===== src/rtl/fifo_gather.sv =====
// Purpose: serial-in/parallel-out gather; DEPTH words of BITS collect into one block, word 0 first.
// Latency: out_valid rises the cycle after the edge that accepts the block's last word.
// Backpressure: in_ready drops only when the next word completes a block and the held block is not draining.
module fifo_gather #(
  parameter int DEPTH = 8,
  parameter int BITS  = 64
) (
  input  logic                     clk,
  input  logic                     rst_n,
  input  logic                     clr,
  input  logic                     in_valid,
  output logic                     in_ready,
  input  logic [BITS-1:0]          d,
  output logic                     out_valid,
  input  logic                     out_ready,
  output logic [BITS-1:0]          q [DEPTH-1:0],
  output logic [$clog2(DEPTH)-1:0] cnt
);

  localparam int CW = $clog2(DEPTH);
  localparam logic [CW-1:0] LAST = CW'(DEPTH - 1);

  // Partial block; the final element is never stored here because the
  // completing word goes straight from d into q.
  logic [BITS-1:0] col [DEPTH-1:0];

  logic last;
  logic accept;
  logic complete;

  // Handshake decode: stall only when a completion would overwrite an unconsumed block.
  always_comb begin
    last     = (cnt == LAST);
    in_ready = !(last && out_valid && !out_ready);
    accept   = in_valid && in_ready && !clr;
    complete = accept && last;
  end

  // Write index: clear wins over accept; wraps to 0 only through completion.
  always_ff @(posedge clk or negedge rst_n) begin
    if (!rst_n) begin
      cnt <= '0;
    end else if (clr) begin
      cnt <= '0;
    end else if (accept) begin
      if (last) cnt <= '0;
      else      cnt <= cnt + CW'(1);
    end
  end

  // Collect buffer: store each non-final accepted word at the write index.
  always_ff @(posedge clk or negedge rst_n) begin
    if (!rst_n) begin
      for (int i = 0; i < DEPTH; i++) col[i] <= '0;
    end else if (accept && !last) begin
      col[cnt] <= d;
    end
  end

  // Holding register: load on completion (even while draining), else clear valid once consumed.
  always_ff @(posedge clk or negedge rst_n) begin
    if (!rst_n) begin
      for (int i = 0; i < DEPTH; i++) q[i] <= '0;
      out_valid <= 1'b0;
    end else if (complete) begin
      for (int i = 0; i < DEPTH - 1; i++) q[i] <= col[i];
      q[DEPTH-1] <= d;
      out_valid  <= 1'b1;
    end else if (out_valid && out_ready) begin
      out_valid <= 1'b0;
    end
  end

endmodule


===== config.mk =====
export PLATFORM = sky130hd
export DESIGN_NAME = fifo_gather
export DESIGN_NICKNAME = d
export VERILOG_FILES = /design/src/rtl/fifo_gather.sv
export SDC_FILE = /design/constraint.sdc
export NUM_CORES = 1
export LEC_CHECK = 0
export ABC_AREA = 1
export BUFFER_PORTS_ARGS = -buffer_cell sky130_fd_sc_hd__buf_2
export CAP_MARGIN = 25
export CELL_PAD_IN_SITES_DETAIL_PLACEMENT = 2
export CELL_PAD_IN_SITES_GLOBAL_PLACEMENT = 2
export CORE_MARGIN = 5
export CORE_UTILIZATION = 37
export CTS_CLUSTER_SIZE = 20
export DETAILED_ROUTE_END_ITERATION = 7
export GPL_TIMING_DRIVEN = 0
export HOLD_SLACK_MARGIN = 0.08
export PLACE_DENSITY_LB_ADDON = 0.1
export SLEW_MARGIN = 20
export SYNTH_ARGS = -nofsm -noshare
export SYNTH_HDL_FRONTEND = slang
export SYNTH_SLANG_ARGS = --single-unit

===== constraint.sdc =====
create_clock -name clk -period 5.7 [get_ports clk]
set_input_delay 0.57 -clock clk [delete_from_list [all_inputs] [get_ports clk]]
set_output_delay 0.57 -clock clk [all_outputs]
set_load 0.05 [all_outputs]

* After elaboration in Yosys (flattened, before gate mapping)
Index checks and enable logic that the tools add are counted.
** Operators by class
- Add/sub/neg operators :: 1
- Muxes and demuxes :: 8
- Order comparisons :: 2
- Eq/ne operators :: 1
- Reductions and logical operators :: 14
** Operators by type and width (number)
- 512-bit bitwise mux :: 1
- 64-bit demux with 3-bit select :: 1
- 64-bit 2-to-1 mux :: 1
- 3-bit 2-to-1 mux :: 3
- 1-bit logical AND :: 8
- 1-bit zero test :: 4
- 3-bit by 4-bit < comparator with 1-bit output (second input constant) :: 1
- 2-bit nonzero test :: 2
- 3-bit by 1-bit adder with 3-bit output (second input constant) :: 1
- 3-bit equality test (second input constant) :: 1
- 3-bit by 1-bit greater-or-equal comparator with 1-bit output (second input constant) :: 1
- 1-bit 2-to-1 mux :: 2
** Storage, ports and cells
- Output and inout port bits :: 517
- Word-level logic and storage cells :: 44
- Flip-flop bits (word level) :: 1028
- Bits of input ports :: 69

* Longest topological paths before layout
Gate-level depths: netlist (run 1).
- Depth in word-level cells :: 8
- Gate-level depth with buffers :: 8
- Depth with buffers taken out :: 7

* Worst setup path after synthesis (run 1)
No wires, ideal clock.
- Path kind :: reg-to-output
- Start point :: reg cnt[1]
- End point :: out in_ready
- Path slack :: 3.504 ns
- Cell stages (with the launch flop) :: 4
- Buffers on the path :: 0
- Data arrival time :: 1.626 ns
- Required time :: 5.130 ns
- Cell sequence :: dfrtp_1 > ha_1 > ha_1 > nand3_1
** On the way
- Cells in the longest elaborated chain, start to end :: 4
** Ends and longest elaborated chain
- start, declared :: line 17 : output logic [$clog2(DEPTH)-1:0] cnt
- start signal, assigned :: line 47 : else cnt <= cnt + CW'(1);
- 3-bit equality test :: line 33 : last = (cnt == LAST);
- 1-bit logical AND (2 in series) :: line 34 : in_ready = !(last && out_valid && !out_ready);
- 1-bit zero test :: line 34
- end, declared :: line 12 : output logic in_ready,
Every way passes these cells.

* Final worst setup path (run 1)
- Start point :: reg cnt[1]
- End point :: reg q[487] (netlist name)
** On the way
- Cells in the longest elaborated chain, start to end :: 7
** Ends and longest elaborated chain
- 3-bit equality test * :: line 33
- 1-bit logical AND (2 in series) :: line 34
- 1-bit zero test :: line 34
- 1-bit logical AND (2 in series) :: line 35 : accept = in_valid && in_ready && !clr;
- 1-bit logical AND * :: line 36 : complete = accept && last;
- end signal, assigned by index :: line 67 : q[DEPTH-1] <= d;
- end, declared :: line 16 : output logic [BITS-1:0] q [DEPTH-1:0],
Mark *: on every way between the ends. The rest lies on a longest branch, timed or not.
A chain may end at the register's enable or synchronous reset.

==> results of run 1 <==
## cells by family (layout without fill, tap and decap cells)
kind of cell               count (synthesis)  count (layout)  synth area share (%)
buffers and inverters                    818            1542                 9.063
AOI/OAI and AO/OA                        705             705                 9.530
other                                      0              10                     0
and+or+nand+nor                         1499            1499                 16.19
adders and majority gates                  2               2               0.06758
DFF                                      964             964                 65.15
## report_power, final
group          switching (mW)  leakage, nW  total (mW)  internal (mW)
sequential              0.288         12.5        7.73           7.44
clock                    2.90         1.77        7.10           4.20
combinational           0.969         10.1        1.33          0.361
## per-stage QoR
step	cells	area (um2)	utilization, %
after floorplan	3988	37030	-
after global placement	5807	41260	41.38
after detailed placement	5816	41530	41.65
after CTS	6009	45110	45.24
after global routing	6011	45120	45.25
final	6020	45140	45.28
## synth_stat cells, drive strengths merged
cell       n
ha         2
dfrtp    964
nand3b     1
o21ai    705
nor3       4
inv      518
nand4      2
nand3    263
clkbuf   113
buf      187
nor2       3
nand2   1226
## registers in the layout, indices dropped and copies added (netlist names)
signal and cells:
cnt 3, col 448, out_valid 1, q 512
## worst paths after layout
path                                         end  slack, ns  cells after the start
setup / recovery              q[487]$_DFFE_PN0P_       2.70                      6
hold / removal             out_valid$_DFFE_PN0P_       0.20                      4
setup reg to reg              q[487]$_DFFE_PN0P_       2.70                      6
hold reg to reg              col[26]$_DFFE_PN0P_       0.47                      2
max in group asynchronous     q[468]$_DFFE_PN0P_       3.52                      5
min in group asynchronous     q[380]$_DFFE_PN0P_       0.43                      2
## metal layers
metal	part of all wire (%)	global-route usage [%]	wire length, um	up-vias
li1	-	-	-	13640
met1	41	35.41	62390	15880
met2	48	47.97	73470	695
met3	6.7	6.948	10140	242
met4	4.1	9.846	6229	4
met5	0.015	0	23	-
## worst max-delay path, cell delays in order, from the launching register on
cell and delay, ns:
dfrtp_1 0.53, ha_1 0.29, ha_1 0.22, nand4_2 0.16, buf_2 0.58, clkbuf_1 0.86, o21ai_0 0.18
## what timing repair did
item                                   CTS  global route
endpoints found under the hold margin   71             0
hold buffers                             1             0
resized for setup                        0             0
## cell type report
class | count | area share (%)
Sequential cell | 964 | 53.44
Tap cell | 1298 | 3.597
Timing Repair Buffer | 532 | 6.405
Buffer | 300 | 3.132
Clock inverter | 22 | 0.5349
Inverter | 518 | 4.307
Antenna cell | 10 | 0.05543
Clock buffer | 170 | 7.375
Multi-Input combinational cell | 2206 | 21.16
==> results.cfg, run 1 <==
[outcome]
status = finished, final reports clean

[hold_path]
min_from = out_ready
min_path_type = in2reg

[placement]
io_buffers = 521
dpl_worst_slack_ns = 2.635
gp_congestion = 0.7801
dp_hpwl_mm = 106.4

[setup_path]
path_class = reg2reg
critPathMaxFanout = 10
critPathArrivalTime_ns = 3.51
critPathCaptureType = flop
critPathLaunchType = flop
worstReg2RegStart = cnt[1]$_DFFE_PN0P_
cp-startpoint = cnt[1]$_DFFE_PN0P_
worstPathRequired_ns = 6.21

[grt]
grt_antenna_before_repair = 19
grt_max_degree = 118
overflow = 0
grt_usage_pct = 28.24
grt_pass1_vias = 33520
grt_pass1_wl_mm = 224.0

[detailed_routing]
postRouteAntennaNets = 0
drt-initial-drc-count = 1624
routedWlPerCell_um = 25.29
drtPass1Iterations = 5
viasPerCell = 5.060
finalWirelength_mm = 152.3
vias = 30460
drc = 0

[yosys]
synthTopCellsByArea = dfrtp_1, nand2_1, o21ai_1
synthesis.instances = 3988
ys_warn_count = 0
syn_nets = 4059
ys_seq_area_share_pct = 65.15
yosys.cell_types.count = 20
netlist_area_um2 = 37030
yosysTopAreaCellShare_pct = 65.15
synth.largest_area_cell = dfrtp_1
ys_ff_latch = 964
synth.avg_cell_area_um2 = 9.284

[clocking]
post-cts-setup-buffer-count = 0
clock_latency_ns = 0.68
clock-sinks = 964
cts_made_buffers = 109
cts_root_buf = clkbuf_16
clock_path_buffers = 3
htreeDepth = 3
path_clk_slew_ns = 0.06
cts_tree = built

[pwr]
peakVddDrop_uv = 215.9
power_mw = 16.16
power-per-cell-area_nw_per_um2 = 357.9
p_leak_nw = 24.35

[timing]
finalSetupViolations = 0
slew_headroom_pct = 28.72
clock_skew_ns = 0.01500
fin_setup_tns_ns = 0
fin_crit_sh_pct = 52.60
rsz0062_at_grt = no
setup_ws_ns = 2.702
min_period_ns = 2.998
timing.hold.ws_ns = 0.2001
fmax_ghz = 0.3336
drv_slew = 0
final_hold_viol_count = 0
worst_slew_pin_slew_ns = 1.069

[final_layout]
final_cell_mix = nand2_1, dfrtp_1, buf_2, inv_1, o21ai_1
syn2layout_area_growth_pct = 21.93
n_fill_cell = 10950
seq_area_um2 = 24120
final_common_cell = nand2_1
drive_gt1_share_pct = 19.84
nNetsFinal = 4702
multi_input_comb_area_um2 = 9552

[job]
maxCapViolations = 0

[floorplanning]
dieArea_um2 = 106500
fp-row-count = 116
floorplan.initialDensity_pct = 37.13
core_um2 = 99710
die_w_um = 326.3
io_pins = 586
die_height_um = 326.3
No activity file was read; power rests on OpenSTA's default activity.
==> run 2, diff against run 1 <==
--- a/config.mk
+++ b/config.mk
@@ -5,7 +5,7 @@
 export SDC_FILE = /design/constraint.sdc
 export NUM_CORES = 1
 export LEC_CHECK = 0
-export ABC_AREA = 1
+export ABC_AREA = 0
 export BUFFER_PORTS_ARGS = -buffer_cell sky130_fd_sc_hd__buf_2
 export CAP_MARGIN = 25
 export CELL_PAD_IN_SITES_DETAIL_PLACEMENT = 2
==> constraint.sdc (replaced) <==
create_clock -name clk -period 2.6 [get_ports clk]
set_input_delay 0.26 -clock clk [delete_from_list [all_inputs] [get_ports clk]]
set_output_delay 0.26 -clock clk [all_outputs]
set_load 0.05 [all_outputs]
==> results.cfg, run 2 <==
[outcome]
status = complete, but fails checks
violations = negative hold slack

[pwr]
power-per-cell-area_nw_per_um2 = 764.1
peakVddDrop_uv = 515.7
p_clk_share_pct = 45.5
p_leak_nw = 24.21
p_switching_mw = 7.736
p_int_mw = 26.88
combinationalPowerShare_pct = 6.0
p_seq_share_pct = 48.5
switching_share_pct = 22.35

[grt]
overflow = 0
grt_usage_pct = 21.28
grt_max_degree = 143
grt_pass1_wl_mm = 163.8
grt_pass1_vias = 23820
grt_antenna_before_repair = 7

[hold_path]
min_path_type = in2async

[yosys]
ys_seq_area_share_pct = 67.62
synth_ff_type = dfrtp_1
ys_warn_count = 0
yosysTopAreaCellShare_pct = 67.62
async_reset_ff_share_pct = 100.0
syn_nets = 2126
synth.avg_cell_area_um2 = 17.36
synthTopCellsByArea = dfrtp_1, mux2_2, buf_2
yosys.cell_types.count = 22
synth-edff-count = 0
synth_common_cells = dfrtp_1, mux2_2, buf_2, mux2_1, buf_4
synth.largest_area_cell = dfrtp_1
netlist_area_um2 = 35670
ys_ff_latch = 964
synthesis.instances = 2055
synth.most_common_cell = dfrtp_1

[setup_path]
reg2reg_to = col[423]$_DFFE_PN0P_
cp-startpoint = cnt[0]$_DFFE_PN0P_
worstReg2RegStart = cnt[0]$_DFFE_PN0P_
critPathMaxFanout = 10
critPathCaptureType = flop
reg2regPathDepth = 7
path_class = reg2reg
rrSetupSlack_ns = 0.16
critPathLaunchType = flop
worstPathRequired_ns = 3.15
critPathArrivalTime_ns = 2.99

[final_layout]
syn2layout_area_growth_pct = 26.98
largest_register_ffs = 512
nNetsFinal = 2914
final_common_cell = dfrtp_1
top_regs = q (512), col (448), cnt (3)
top_register = q
drive_gt1_share_pct = 62.50
final_cell_mix = dfrtp_1, mux2_2, buf_2, clkbuf_16, dlygate4sd3_1

[job]
maxCapViolations = 0

[placement]
dp_hpwl_mm = 77.56
gp_congestion = 0.7582
dpl_worst_slack_ns = -0.5522
io_buffers = 584

[detailed_routing]
drtPass1Iterations = 4
drc = 0
drt-initial-drc-count = 779
finalWirelength_mm = 111.2
viasPerCell = 4.915
vias = 20620
postRouteAntennaNets = 0
routedWlPerCell_um = 26.51

[timing]
min_period_ns = 2.438
fin_setup_tns_ns = 0
fin_crit_sh_pct = 93.76
timing.hold.ws_ns = -0.5238
fmax_ghz = 0.4102
final_hold_viol_count = 90
rsz0062_at_grt = no
finalSetupViolations = 0
drv_slew = 0
setup_ws_ns = 0.1622
slew_headroom_pct = 47.00
clock_skew_ns = 0.02048
worst_slew_pin_slew_ns = 0.7950

[floorplanning]
floorplan.initialDensity_pct = 37.44
io_pins = 586
die_height_um = 320.5
core_um2 = 95290
fp-row-count = 113
dieArea_um2 = 102700
die_w_um = 320.5

[clocking]
cts_root_buf = clkbuf_16
htreeDepth = 3
clock_path_buffers = 3
cts_made_buffers = 104
clock_latency_ns = 0.68
clock-sinks = 964
path_clk_slew_ns = 0.06
cts_tree = built
==> run 2: repair_timing <==
item | CTS | global route
gates resized for setup | 73 | 2
pin swaps | 1 | 0
endpoints found under the setup margin | 781 | 648
hold endpoints to repair | 800 | 98
hold buffers | 68 | 12
gates cloned | 0 | 1
setup buffers | 8 | 1
==> run 2: how the worst max path moves through the flow <==
stage,end,slack (ns),cells after the start
final,col[423]$_DFFE_PN0P_,0.16,7
after global routing,q[426]$_DFFE_PN0P_,0.03,8
after CTS,q[422]$_DFFE_PN0P_,-0.005,8
after detailed placement,q[231]$_DFFE_PN0P_,-0.55,5
after global placement,q[102]$_DFFE_PN0P_,-19.09,1
after floorplan,col[323]$_DFFE_PN0P_,0.16,7
==> run 2: per-layer routing <==
layer  vias up  GRT usage (%)  routed length [um]
li1       8865              -                   -
met1     11140          25.49               43610
met2       456          37.83               57910
met3       149          5.795                6506
met4         6          5.960                3123
met5         -              0                  40
==> run 2: critical path, cell delays in order (launching register included) <==
cell and delay, ns:
dfrtp_1 0.47, ha_1 0.20, ha_2 0.25, and2b_1 0.32
nand4_4 0.16, buf_4 0.18, buf_2 0.33, mux2_2 0.38
==> run 2: power groups by stage <==
stage	Clock (mW)	Sequential, mW	Combinational, mW
global placement	0	17.0	1.82
global route	16.9	16.9	2.31
finish	15.7	16.8	2.08
floorplan	0	16.9	1.13
CTS	16.2	16.8	2.10
detailed placement	0	17.0	1.99
==> run 2: cell families (layout without fill, tap and decap cells) <==
kind of cell | after synthesis | after routing | share of synthesized area (%)
flip-flops | 964 | 964 | 67.62
multiplexers | 961 | 961 | 30.33
buffers and inverters | 101 | 974 | 1.459
AND/OR/NAND/NOR | 25 | 25 | 0.4911
adder cells (fa/ha/maj) | 2 | 2 | 0.07013
AO/OA/AOI/OAI | 2 | 2 | 0.02806
other | 0 | 1 | 0
==> run 2: stage by stage <==
step	util [%]	std cells	power [mW]	area, um2
finish	47.54	4194	34.61	45300
global route	47.53	4193	36.13	45300
CTS	47.31	4179	35.10	45080
detailed placement	42.41	3912	19.03	40420
global placement	42.16	3904	18.77	40180
floorplan	-	2055	17.99	35670
==> run 2: final cells by class <==
class / count / area, um2
timing repair buffer: 682 / 4144
clock inverter: 45 / 626.9
fill: 8932 / 50000
multi-input combinational: 990 / 11080
antenna: 1 / 2.502
sequential: 964 / 24130
buffer: 101 / 705.7
clock buffer: 146 / 3035
tap: 1265 / 1583
